`src/rtl/match_stats_pkg.sv`:
```
`default_nettype none
// ============================================================================
// Module      : match_stats_pkg
// Description : Shared types and constants for the match statistics display.
//               The package holds the two-digit BCD type, the segment
//               patterns, the hex-to-segment table and the polarity helper.
//               All segment constants are active-high: 1 means the segment
//               is lit, and bit 0 is segment a.
// Revision    : 1.0 - initial release
// ============================================================================
package match_stats_pkg;

    typedef struct packed {
        logic [3:0] tens;
        logic [3:0] ones;
    } bcd2_t;

    localparam logic [6:0] SEG_BLANK  = 7'h00;
    localparam logic [6:0] SEG_DASH   = 7'h40;   // segment g only
    localparam int         NUM_STATES = 9;

    // The table is indexed by the digit value. Entry 15 is the leftmost
    // element of the concatenation.
    localparam logic [15:0][6:0] c_hex_seg = {
        7'h71, 7'h79, 7'h5E, 7'h39,   // F E d C
        7'h7C, 7'h77, 7'h6F, 7'h7F,   // b A 9 8
        7'h07, 7'h7D, 7'h6D, 7'h66,   // 7 6 5 4
        7'h4F, 7'h5B, 7'h06, 7'h3F    // 3 2 1 0
    };

    // Converts an active-high pattern to the board's drive polarity.
    function automatic logic [6:0] seg_polarity(input logic [6:0] seg,
                                                input logic       active_low);
        return active_low ? ~seg : seg;
    endfunction

endpackage
`default_nettype wire

```
`src/rtl/bcd_counter2.sv`:
```
`default_nettype none
// ============================================================================
// Module      : bcd_counter2
// Description : Two-digit BCD counter (00..99). When the count is 99, an
//               increment either holds the count (sat_mode=1) or wraps it to
//               00 (sat_mode=0). The synchronous clear takes priority over
//               any increment.
// Ports       : clk      - clock
//               clr      - synchronous clear, active-high
//               inc      - increment enable
//               sat_mode - 1: saturate at 99, 0: wrap to 00
//               count    - current value (tens, ones)
//               at_max   - count is 99
// Revision    : 1.0 - initial release
// ============================================================================
module bcd_counter2
    import match_stats_pkg::*;
(
    input  logic  clk,
    input  logic  clr,
    input  logic  inc,
    input  logic  sat_mode,
    output bcd2_t count,
    output logic  at_max
);

    bcd2_t r_count;

    assign count  = r_count;
    assign at_max = (r_count.tens == 4'd9) && (r_count.ones == 4'd9);

    always_ff @(posedge clk) begin
        if (clr) begin
            r_count <= '0;
        end else if (inc) begin
            if (at_max) begin
                if (!sat_mode) begin
                    r_count <= '0;
                end
            end else if (r_count.ones == 4'd9) begin
                r_count.ones <= 4'd0;
                r_count.tens <= r_count.tens + 4'd1;
            end else begin
                r_count.ones <= r_count.ones + 4'd1;
            end
        end
    end

endmodule
`default_nettype wire

```
`src/rtl/match_stats_display.sv`:
```
`default_nettype none
// ============================================================================
// Module      : match_stats_display
// Description : Statistics stage behind the run-of-four sequence detector.
//               It counts detection events (saturating at 99, with a sticky
//               overflow flag) and clock steps (wrapping at 99). It also
//               tracks the longest run of equal input bits. All values are
//               shown on the DE2 seven-segment displays.
//               Optional feature macro: MATCH_STATS_RUN_TRACK_EN. When it is
//               defined, run tracking is built and HEX4 shows the longest run.
//               When it is undefined, HEX4 is blank and SW[1] is ignored.
// Ports       : KEY[0]   - step clock (KEY[1] unused)
//               SW[0]    - synchronous reset, active-high
//               SW[1]    - serial input bit w
//               z        - detector match flag
//               state_oh - detector one-hot state (bit 0 = A)
//               HEX1:0   - match count, HEX3:2 - step count
//               HEX4     - longest run, HEX5 - detector state index
//               LEDG[0]  - z, LEDG[1] - sticky match-count overflow
// Revision    : 1.0 - initial release
// ============================================================================
module match_stats_display
    import match_stats_pkg::*;
#(
    parameter int HEX_ACTIVE_LOW = 1,
    parameter int RUN_SAT        = 15
)(
    input  logic [1:0]            KEY,
    input  logic [1:0]            SW,
    input  logic                  z,
    input  logic [NUM_STATES-1:0] state_oh,
    output logic [6:0]            HEX0,
    output logic [6:0]            HEX1,
    output logic [6:0]            HEX2,
    output logic [6:0]            HEX3,
    output logic [6:0]            HEX4,
    output logic [6:0]            HEX5,
    output logic [1:0]            LEDG
);

    localparam logic c_active_low = (HEX_ACTIVE_LOW != 0);

    logic  clk;
    logic  w_rst;
    logic  w_evt;
    logic  w_match_at_max;
    logic  w_step_at_max;
    bcd2_t w_match_cnt;
    bcd2_t w_step_cnt;
    logic  r_z_prev;
    logic  r_ovf;

    assign clk   = KEY[0];
    assign w_rst = SW[0];

    // z_prev loads z even during reset. A z held high through reset
    // therefore produces no event afterwards.
    always_ff @(posedge clk) begin
        r_z_prev <= z;
    end

    assign w_evt = z & ~r_z_prev;

    always_ff @(posedge clk) begin
        if (w_rst) begin
            r_ovf <= 1'b0;
        end else if (w_evt && w_match_at_max) begin
            r_ovf <= 1'b1;
        end
    end

    bcd_counter2 u_match_cnt (
        .clk      (clk),
        .clr      (w_rst),
        .inc      (w_evt),
        .sat_mode (1'b1),
        .count    (w_match_cnt),
        .at_max   (w_match_at_max)
    );

    bcd_counter2 u_step_cnt (
        .clk      (clk),
        .clr      (w_rst),
        .inc      (1'b1),
        .sat_mode (1'b0),
        .count    (w_step_cnt),
        .at_max   (w_step_at_max)
    );

`ifdef MATCH_STATS_RUN_TRACK_EN
    localparam logic [3:0] c_run_sat = 4'(RUN_SAT);

    logic       r_cur_bit;
    logic       r_have_bit;
    logic [3:0] r_run_len;
    logic [3:0] r_max_run;
    logic [3:0] w_next_run;

    // The run restarts on the first bit after reset or when the bit changes.
    always_comb begin
        w_next_run = 4'd1;
        if (r_have_bit && (SW[1] == r_cur_bit)) begin
            w_next_run = (r_run_len >= c_run_sat) ? c_run_sat
                                                  : r_run_len + 4'd1;
        end
    end

    always_ff @(posedge clk) begin
        if (w_rst) begin
            r_cur_bit  <= 1'b0;
            r_have_bit <= 1'b0;
            r_run_len  <= 4'd0;
            r_max_run  <= 4'd0;
        end else begin
            r_cur_bit  <= SW[1];
            r_have_bit <= 1'b1;
            r_run_len  <= w_next_run;
            if (w_next_run > r_max_run) begin
                r_max_run <= w_next_run;
            end
        end
    end

    assign HEX4 = seg_polarity(c_hex_seg[r_max_run], c_active_low);

    logic w_unused;
    assign w_unused = ^{KEY[1], w_step_at_max};
`else
    assign HEX4 = seg_polarity(SEG_BLANK, c_active_low);

    logic w_unused;
    assign w_unused = ^{KEY[1], SW[1], w_step_at_max, 4'(RUN_SAT)};
`endif

    // Decode the one-hot state. The number of set bits is counted as well,
    // so that any vector that is not one-hot shows a dash.
    logic [3:0] w_oh_idx;
    logic [3:0] w_oh_cnt;

    always_comb begin
        w_oh_idx = 4'd0;
        w_oh_cnt = 4'd0;
        for (int i = 0; i < NUM_STATES; i++) begin
            if (state_oh[i]) begin
                w_oh_idx = 4'(i);
                w_oh_cnt = w_oh_cnt + 4'd1;
            end
        end
    end

    assign HEX0 = seg_polarity(c_hex_seg[w_match_cnt.ones], c_active_low);
    assign HEX1 = seg_polarity(c_hex_seg[w_match_cnt.tens], c_active_low);
    assign HEX2 = seg_polarity(c_hex_seg[w_step_cnt.ones],  c_active_low);
    assign HEX3 = seg_polarity(c_hex_seg[w_step_cnt.tens],  c_active_low);
    assign HEX5 = seg_polarity((w_oh_cnt == 4'd1) ? c_hex_seg[w_oh_idx]
                                                  : SEG_DASH, c_active_low);

    assign LEDG = {r_ovf, z};

endmodule
`default_nettype wire

```
`config.mk`:
```
export PLATFORM = sky130hd
export DESIGN_NAME = match_stats_display
export DESIGN_NICKNAME = d
export VERILOG_FILES = /design/src/rtl/match_stats_pkg.sv /design/src/rtl/bcd_counter2.sv /design/src/rtl/match_stats_display.sv
export SDC_FILE = /design/constraint.sdc
export NUM_CORES = 1
export LEC_CHECK = 0
export CAP_MARGIN = 10
export CORE_MARGIN = 4
export CORE_UTILIZATION = 59
export DETAILED_ROUTE_END_ITERATION = 7
export GPL_ROUTABILITY_DRIVEN = 0
export PLACE_DENSITY = 0.9
export SLEW_MARGIN = 20
export SYNTH_ARGS = -nofsm -noshare
export SYNTH_HDL_FRONTEND = slang
export SYNTH_SLANG_ARGS = --single-unit
```
`constraint.sdc`:
```
create_clock -name KEY -period 11.5 [get_ports KEY]
set_clock_uncertainty 0.2 [all_clocks]
set_input_delay 1.725 -clock KEY [delete_from_list [all_inputs] [get_ports KEY]]
set_output_delay 1.725 -clock KEY [all_outputs]
set_load 0.05 [all_outputs]
```
# [After elaboration in Yosys (flattened, before gate mapping)]
# Memories as Yosys holds them, arrays and structs flattened. A register that Yosys moved wholly into a read port is not among the register bits.
# Cells that the tools add are included.
[totals] in_bits=14 latchBits=0 ram_bits=0 reg_bits=18 mem_count=5 romBits=560 elab_cells=79 output_inout_bits=44
[op_classes] mux=31 order_cmp=5 div=0 addsub=12 n_bitwise=8 mul=0 n_eq_ne=5 n_shift=0 reduce_logical=7
[memory_table] name="(no name shown)" words=16 word_bits=7 rd=1 rd_clocked_by_memory_dff=0 wr=0 line_no="match_stats_display.sv:155" source="assign HEX5 = seg_polarity((w_oh_cnt == 4'd1) ? c_hex_seg[w_oh_idx]"
[memory_table] name="(no name shown)" words=16 word_bits=7 rd=1 rd_clocked_by_memory_dff=1 wr=0 line_no="match_stats_display.sv:154" source="assign HEX3 = seg_polarity(c_hex_seg[w_step_cnt.tens], c_active_low);"
[memory_table] name="(no name shown)" words=16 word_bits=7 rd=1 rd_clocked_by_memory_dff=1 wr=0 line_no="match_stats_display.sv:153" source="assign HEX2 = seg_polarity(c_hex_seg[w_step_cnt.ones], c_active_low);"
[memory_table] name="(no name shown)" words=16 word_bits=7 rd=1 rd_clocked_by_memory_dff=1 wr=0 line_no="match_stats_display.sv:152" source="assign HEX1 = seg_polarity(c_hex_seg[w_match_cnt.tens], c_active_low);"
[memory_table] name="(no name shown)" words=16 word_bits=7 rd=1 rd_clocked_by_memory_dff=1 wr=0 line_no="match_stats_display.sv:151" source="assign HEX0 = seg_polarity(c_hex_seg[w_match_cnt.ones], c_active_low);"
[ops] cell="$mux W4" count=23
[ops] cell="$add A4 B1 Y4 const B" count=12
[ops] cell="$mux W7" count=6
[ops] cell="$not A7 Y7" count=5
[ops] cell="$lt A4 B5 Y1 const B" count=5
[ops] cell="$eq A4 B4 Y1 const B" count=4
[ops] cell="$eq A4 B1 Y1 const B" count=1
[ops] cell="$logic_and A1 B1 Y1" count=3
[ops] cell="$reduce_and A3 Y1" count=1
[ops] cell="$reduce_or A3 Y1" count=1
[ops] cell="$mux W1" count=2
[ops] cell="$not A1 Y1" count=2
[ops] cell="$reduce_and A2 Y1" count=1
[ops] cell="$reduce_or A2 Y1" count=1
[ops] cell="$and A1 B1 Y1" count=1

# [Longest topological paths before layout]
[depth] depth_word=20 mapped_depth=27 depth_no_buf=27

# [Cells and area by module]
# A second synthesis with hierarchy kept.
[unflattened] cells_unflattened=377 area_unflattened_um2=2934.1
[by_module_without_submodules] mod="match_stats_display" seq_area_each_um2=40.0 instances=1 area_per_inst_um2=1965.6 cells_per_inst=265
[by_module_without_submodules] mod="bcd_counter2" seq_area_each_um2=160.2 instances=2 area_per_inst_um2=484.2 cells_per_inst=56

# [Worst setup path after synthesis]
# OpenSTA, ideal clock, no wires.
[synth_path] path_kind="input to output" from="input port state_oh[0]" to="output port HEX5[5]" n_path_buf=0 path_stages=26 t_required_ns=9.575 path_slack_ns=3.506 arrival_time_ns=6.069 path_cell_list="inv_1 > ha_1 > xnor2_1 > inv_1 > ha_1 > nand2_1 > o21ai_0 > ha_1 > mux2_2 > ha_1 > nor2b_1 > nor2_1 > ha_1 > nand2_1 > nand2_1 > ha_1 > nor2b_1 > a21oi_1 > ha_1 > nand2_1 > xnor2_1 > xnor2_1 > xnor2_1 > nand2_1 > nor2_1 > o211ai_1"
[synth_between] elab_chain_cells=20
[synth_rtl] element="start, declared" line_no="match_stats_display.sv:31" source="input logic [NUM_STATES-1:0] state_oh,"
[synth_rtl] element="$mux W1 *" line_no="match_stats_display.sv:144" source="if (state_oh[i]) begin"
[synth_rtl] element="$add A4 B1 Y4" line_no="match_stats_display.sv:146" source="w_oh_cnt = w_oh_cnt + 4'd1;"
[synth_rtl] element="$mux W4 *" line_no="match_stats_display.sv:144"
[synth_rtl] element="$add A4 B1 Y4" line_no="match_stats_display.sv:146"
[synth_rtl] element="$mux W4 *" line_no="match_stats_display.sv:144"
[synth_rtl] element="$add A4 B1 Y4" line_no="match_stats_display.sv:146"
[synth_rtl] element="$mux W4 *" line_no="match_stats_display.sv:144"
[synth_rtl] element="$add A4 B1 Y4" line_no="match_stats_display.sv:146"
[synth_rtl] element="[4 not listed]"
[synth_rtl] element="$mux W4 *" line_no="match_stats_display.sv:144"
[synth_rtl] element="$add A4 B1 Y4" line_no="match_stats_display.sv:146"
[synth_rtl] element="$mux W4 *" line_no="match_stats_display.sv:144"
[synth_rtl] element="$add A4 B1 Y4" line_no="match_stats_display.sv:146"
[synth_rtl] element="$mux W4 *" line_no="match_stats_display.sv:144"
[synth_rtl] element="$eq A4 B1 Y1 *" line_no="match_stats_display.sv:155"
[synth_rtl] element="$mux W7 *" line_no="match_stats_display.sv:155"
[synth_rtl] element="$not A7 Y7 *" line_no="match_stats_pkg.sv:34" source="return active_low ? ~seg : seg;"
[synth_rtl] element="end, declared" line_no="match_stats_display.sv:37" source="output logic [6:0] HEX5,"
# Mark *: on every way between the ends. The rest lies on a longest branch, timed or not.

# [Worst setup path in the final report]
[layout_path] from="input port state_oh[1]" to="output port HEX5[3]"
[layout_between] elab_chain_cells=18 word_cells_on_any_way=28 cone_classes="add/sub: 7; eq/ne: 1; mux: 18; bitwise: 1; memory: 1"
[layout_rtl] element="$mux W4" line_no="match_stats_display.sv:144"
[layout_rtl] element="$add A4 B1 Y4" line_no="match_stats_display.sv:146"
[layout_rtl] element="$mux W4" line_no="match_stats_display.sv:144"
[layout_rtl] element="$add A4 B1 Y4" line_no="match_stats_display.sv:146"
[layout_rtl] element="$mux W4" line_no="match_stats_display.sv:144"
[layout_rtl] element="$add A4 B1 Y4" line_no="match_stats_display.sv:146"
[layout_rtl] element="$mux W4" line_no="match_stats_display.sv:144"
[layout_rtl] element="$add A4 B1 Y4" line_no="match_stats_display.sv:146"
[layout_rtl] element="[2 not listed]"
[layout_rtl] element="$mux W4" line_no="match_stats_display.sv:144"
[layout_rtl] element="$add A4 B1 Y4" line_no="match_stats_display.sv:146"
[layout_rtl] element="$mux W4" line_no="match_stats_display.sv:144"
[layout_rtl] element="$add A4 B1 Y4" line_no="match_stats_display.sv:146"
[layout_rtl] element="$mux W4" line_no="match_stats_display.sv:144"
[layout_rtl] element="$eq A4 B1 Y1" line_no="match_stats_display.sv:155"
[layout_rtl] element="$mux W7 *" line_no="match_stats_display.sv:155"
[layout_rtl] element="$not A7 Y7 *" line_no="match_stats_pkg.sv:34"
# Mark *: on every way between the ends. The rest lies on a longest branch, timed or not. The select of a mux whose other input is x is not followed.

==> impl_metrics.json <==
{
  "status": "complete, no violations",
  "synth_edf_count": 0,
  "critical_path.slowest_cell": "clkdlybuf4s50_1",
  "clkSlewWorstSetupHoldPaths_ps": 90,
  "areaGrowthSynthToFinish_pct": 14.1,
  "synth_compound_area_frac": 0.160,
  "dieArea_um2": 7540,
  "worstHoldStart": "r_ovf",
  "ys.flop_type": "dfxtp_1",
  "fin_crit_sh": 0.813,
  "clock_latency_ps": 300,
  "r2r_cells": 10,
  "ctsHoldBuffers": 0,
  "grt_overflow": 0,
  "ant_nets": 0,
  "final_layout_size_suffix_gt1_frac": 0.0475,
  "cts_made_buffers": 5,
  "synth_top_family_by_area": "simple AND/OR/NAND/NOR gates",
  "synth.most_common_cell": "inv_1",
  "whs_path_depth": 2,
  "hpwl_mm": 5.46,
  "cap_violations": 0,
  "ys_ff_latch": 46,
  "fin_tns_setup_ps": 0,
  "syn_area_um2": 3670,
  "start_kind": "input port",
  "tightestPinTransition_ps": 879,
  "dpl_worst_slack_ps": 2180,
  "instances_no_fill": 580,
  "synthTopCellsByArea": "dfxtp_1 25%, ha_1 17%, inv_1 6.1%",
  "routed_wl_mm": 7.19,
  "peakVddDrop_mv": 0.139,
  "postCtsSetupBuffers": 0,
  "final_max_slew_viol_count": 0,
  "die_y_um": 86.9,
  "synth_cell_types": 61,
  "p_leak_nw": 1.97,
  "worst_slack_ps": 2150,
  "layout_min_cycle_time_ps": 9350,
  "start_util": 0.612,
  "port_buffers": 48,
  "die_x_um": 86.9,
  "min_to": "r_ovf",
  "finalPower_w": 0.000486,
  "drt-wirelength-per-cell_um": 12.4,
  "fin_nets": 568,
  "syn_avg_cell_area_um2": 7.84,
  "boundaryPins": 58,
  "crit_required_ps": 9580,
  "ys_warn_count": 0,
  "vias": 3142,
  "rows": 28,
  "max_stage_delay_ps": 720,
  "antenna_found_initial": 0,
  "postCtsResizedCells": 0,
  "grt_pass1_wl_mm": 12.8,
  "root_buffer": "clkbuf_8",
  "drt_first_iter_violations": 129,
  "diodes": 0,
  "p_per_area_nw_per_um2": 116,
  "dp_cells": 572,
  "cts-htree-levels": 2,
  "synth-simple-area-share": 0.207,
  "grt_max_degree": 20,
  "crit_type": "in -> out",
  "cts_tree": "built",
  "critPathArrivalTime_ps": 7420,
  "setup_violations": 0,
  "post-route-util": 0.699,
  "r2r_start": "u_match_cnt.count[0]",
  "first_global_vias": 3048,
  "synthXorXnorAreaFrac": 0.0812,
  "synth_adder_area_share": 0.171,
  "synth_top_area_share": 0.251,
  "critPathMaxFanout": 5,
  "cts_buffer_depth": 2,
  "synth.area.mux_share": 0.0208,
  "via_per_inst": 5.42,
  "r2r_slack_ps": 8380,
  "synth-seq-area-share": 0.251,
  "clkSinkCount": 46,
  "hp-class": "reg -> reg",
  "detail_route.first_pass.iterations": 5,
  "crit_path_frequent_cell": "ha_1",
  "grt_use_total": 0.202,
  "design.core.area_um2": 5990,
  "drc": 0,
  "fillers": 466,
  "hold_violations": 0,
  "critPathCaptureType": "output pin",
  "netlist_instances": 468,
  "maxSlewHeadroom": 0.412,
  "synth-async-reset-ratio": 0,
  "yosysTopAreaCell": "dfxtp_1",
  "rsz0062_at_grt": "false",
  "synth_commonest_cells": "60 x inv_1, 59 x nor2_1, 50 x ha_1",
  "fmax_ghz": 0.107
}
==> worst max path at each step <==
stage	cells past startpoint	to	start	slack, ps
CTS	28	HEX5[3]	state_oh[1]	2140
finish	28	HEX5[3]	state_oh[1]	2150
floorplan	26	HEX5[5]	state_oh[0]	3510
detailed placement	28	HEX5[3]	state_oh[1]	2180
global route	28	HEX5[3]	state_oh[1]	1620
global placement	28	HEX5[3]	state_oh[1]	2250
==> per-stage QoR <==
| step | hold WS, ps | cell area, µm² |
|---|---|---|
| after detailed placement | 269 | 4090 |
| after floorplan | 242 | 3690 |
| after global placement | 250 | 4090 |
| after CTS | 289 | 4190 |
| final | 277 | 4190 |
| after global routing | 342 | 4190 |
==> critical path: cells and delay by family <==
kind,cells,cell delay (ps)
compound gates,3,520
xor+xnor,4,710
fa+ha+maj,7,1990
buf+inv,4,1380
mux,1,260
simple gates,9,830
==> logic make-up after synthesis <==
| family | count (synthesis) |
|---|---|
| mux | 6 |
| buf+inv | 85 |
| fa+ha+maj | 50 |
| simple gates | 161 |
| flops | 46 |
| other cells | 1 |
| compound gates | 91 |
| xor+xnor | 28 |
==> metal layers <==
layer	GRT usage	share of wire	up-vias
li1	-	-	1611
met1	0.240	0.43	1426
met2	0.371	0.51	96
met3	0.0293	0.049	9
met4	0.0652	0.012	0
met5	0	0	-
==> final cells by class <==
class	count	area, µm²	area share
clock buffers	6	82.6	0.0197
well taps	75	93.8	0.0224
flip-flops and latches	46	921	0.220
multi-input cells	343	2370	0.566
repair buffers	48	480	0.115
inverters	60	225	0.0538
clock inverters	2	12.5	0.00299
==> power breakdown <==
group / switching, W / total, W / leakage [nW] / internal (W)
registers: 0.00000257 / 0.000168 / 0.375 / 0.000165
clock network: 0.0000550 / 0.000103 / 0.0472 / 0.0000484
logic: 0.000135 / 0.000215 / 1.55 / 0.0000803
==> layout by cell type (no fill, tap or decap), drive strengths merged, types with 3 or more instances in the layout <==
cell type / Yosys / layout
a31oi: 4 / 4
nor3: 9 / 9
o21a: 3 / 3
o21ai: 15 / 15
nor4b: 3 / 3
a211oi: 7 / 7
dfxtp: 46 / 46
nand3b: 5 / 5
clkbuf: 12 / 6
xor2: 6 / 6
inv: 60 / 60
nand2: 41 / 41
nand4: 3 / 3
a21o: 3 / 3
nor2b: 6 / 6
conb: 1 / 7
a21oi: 34 / 34
o211ai: 4 / 4
and2: 5 / 5
xnor2: 19 / 19
nor2: 59 / 59
mux2: 3 / 3
or3: 4 / 4
a22oi: 4 / 4
or2: 4 / 4
ha: 50 / 50
nand3: 13 / 13
clkdlybuf4s50: 0 / 48
(Power assumes the default switching activity.)
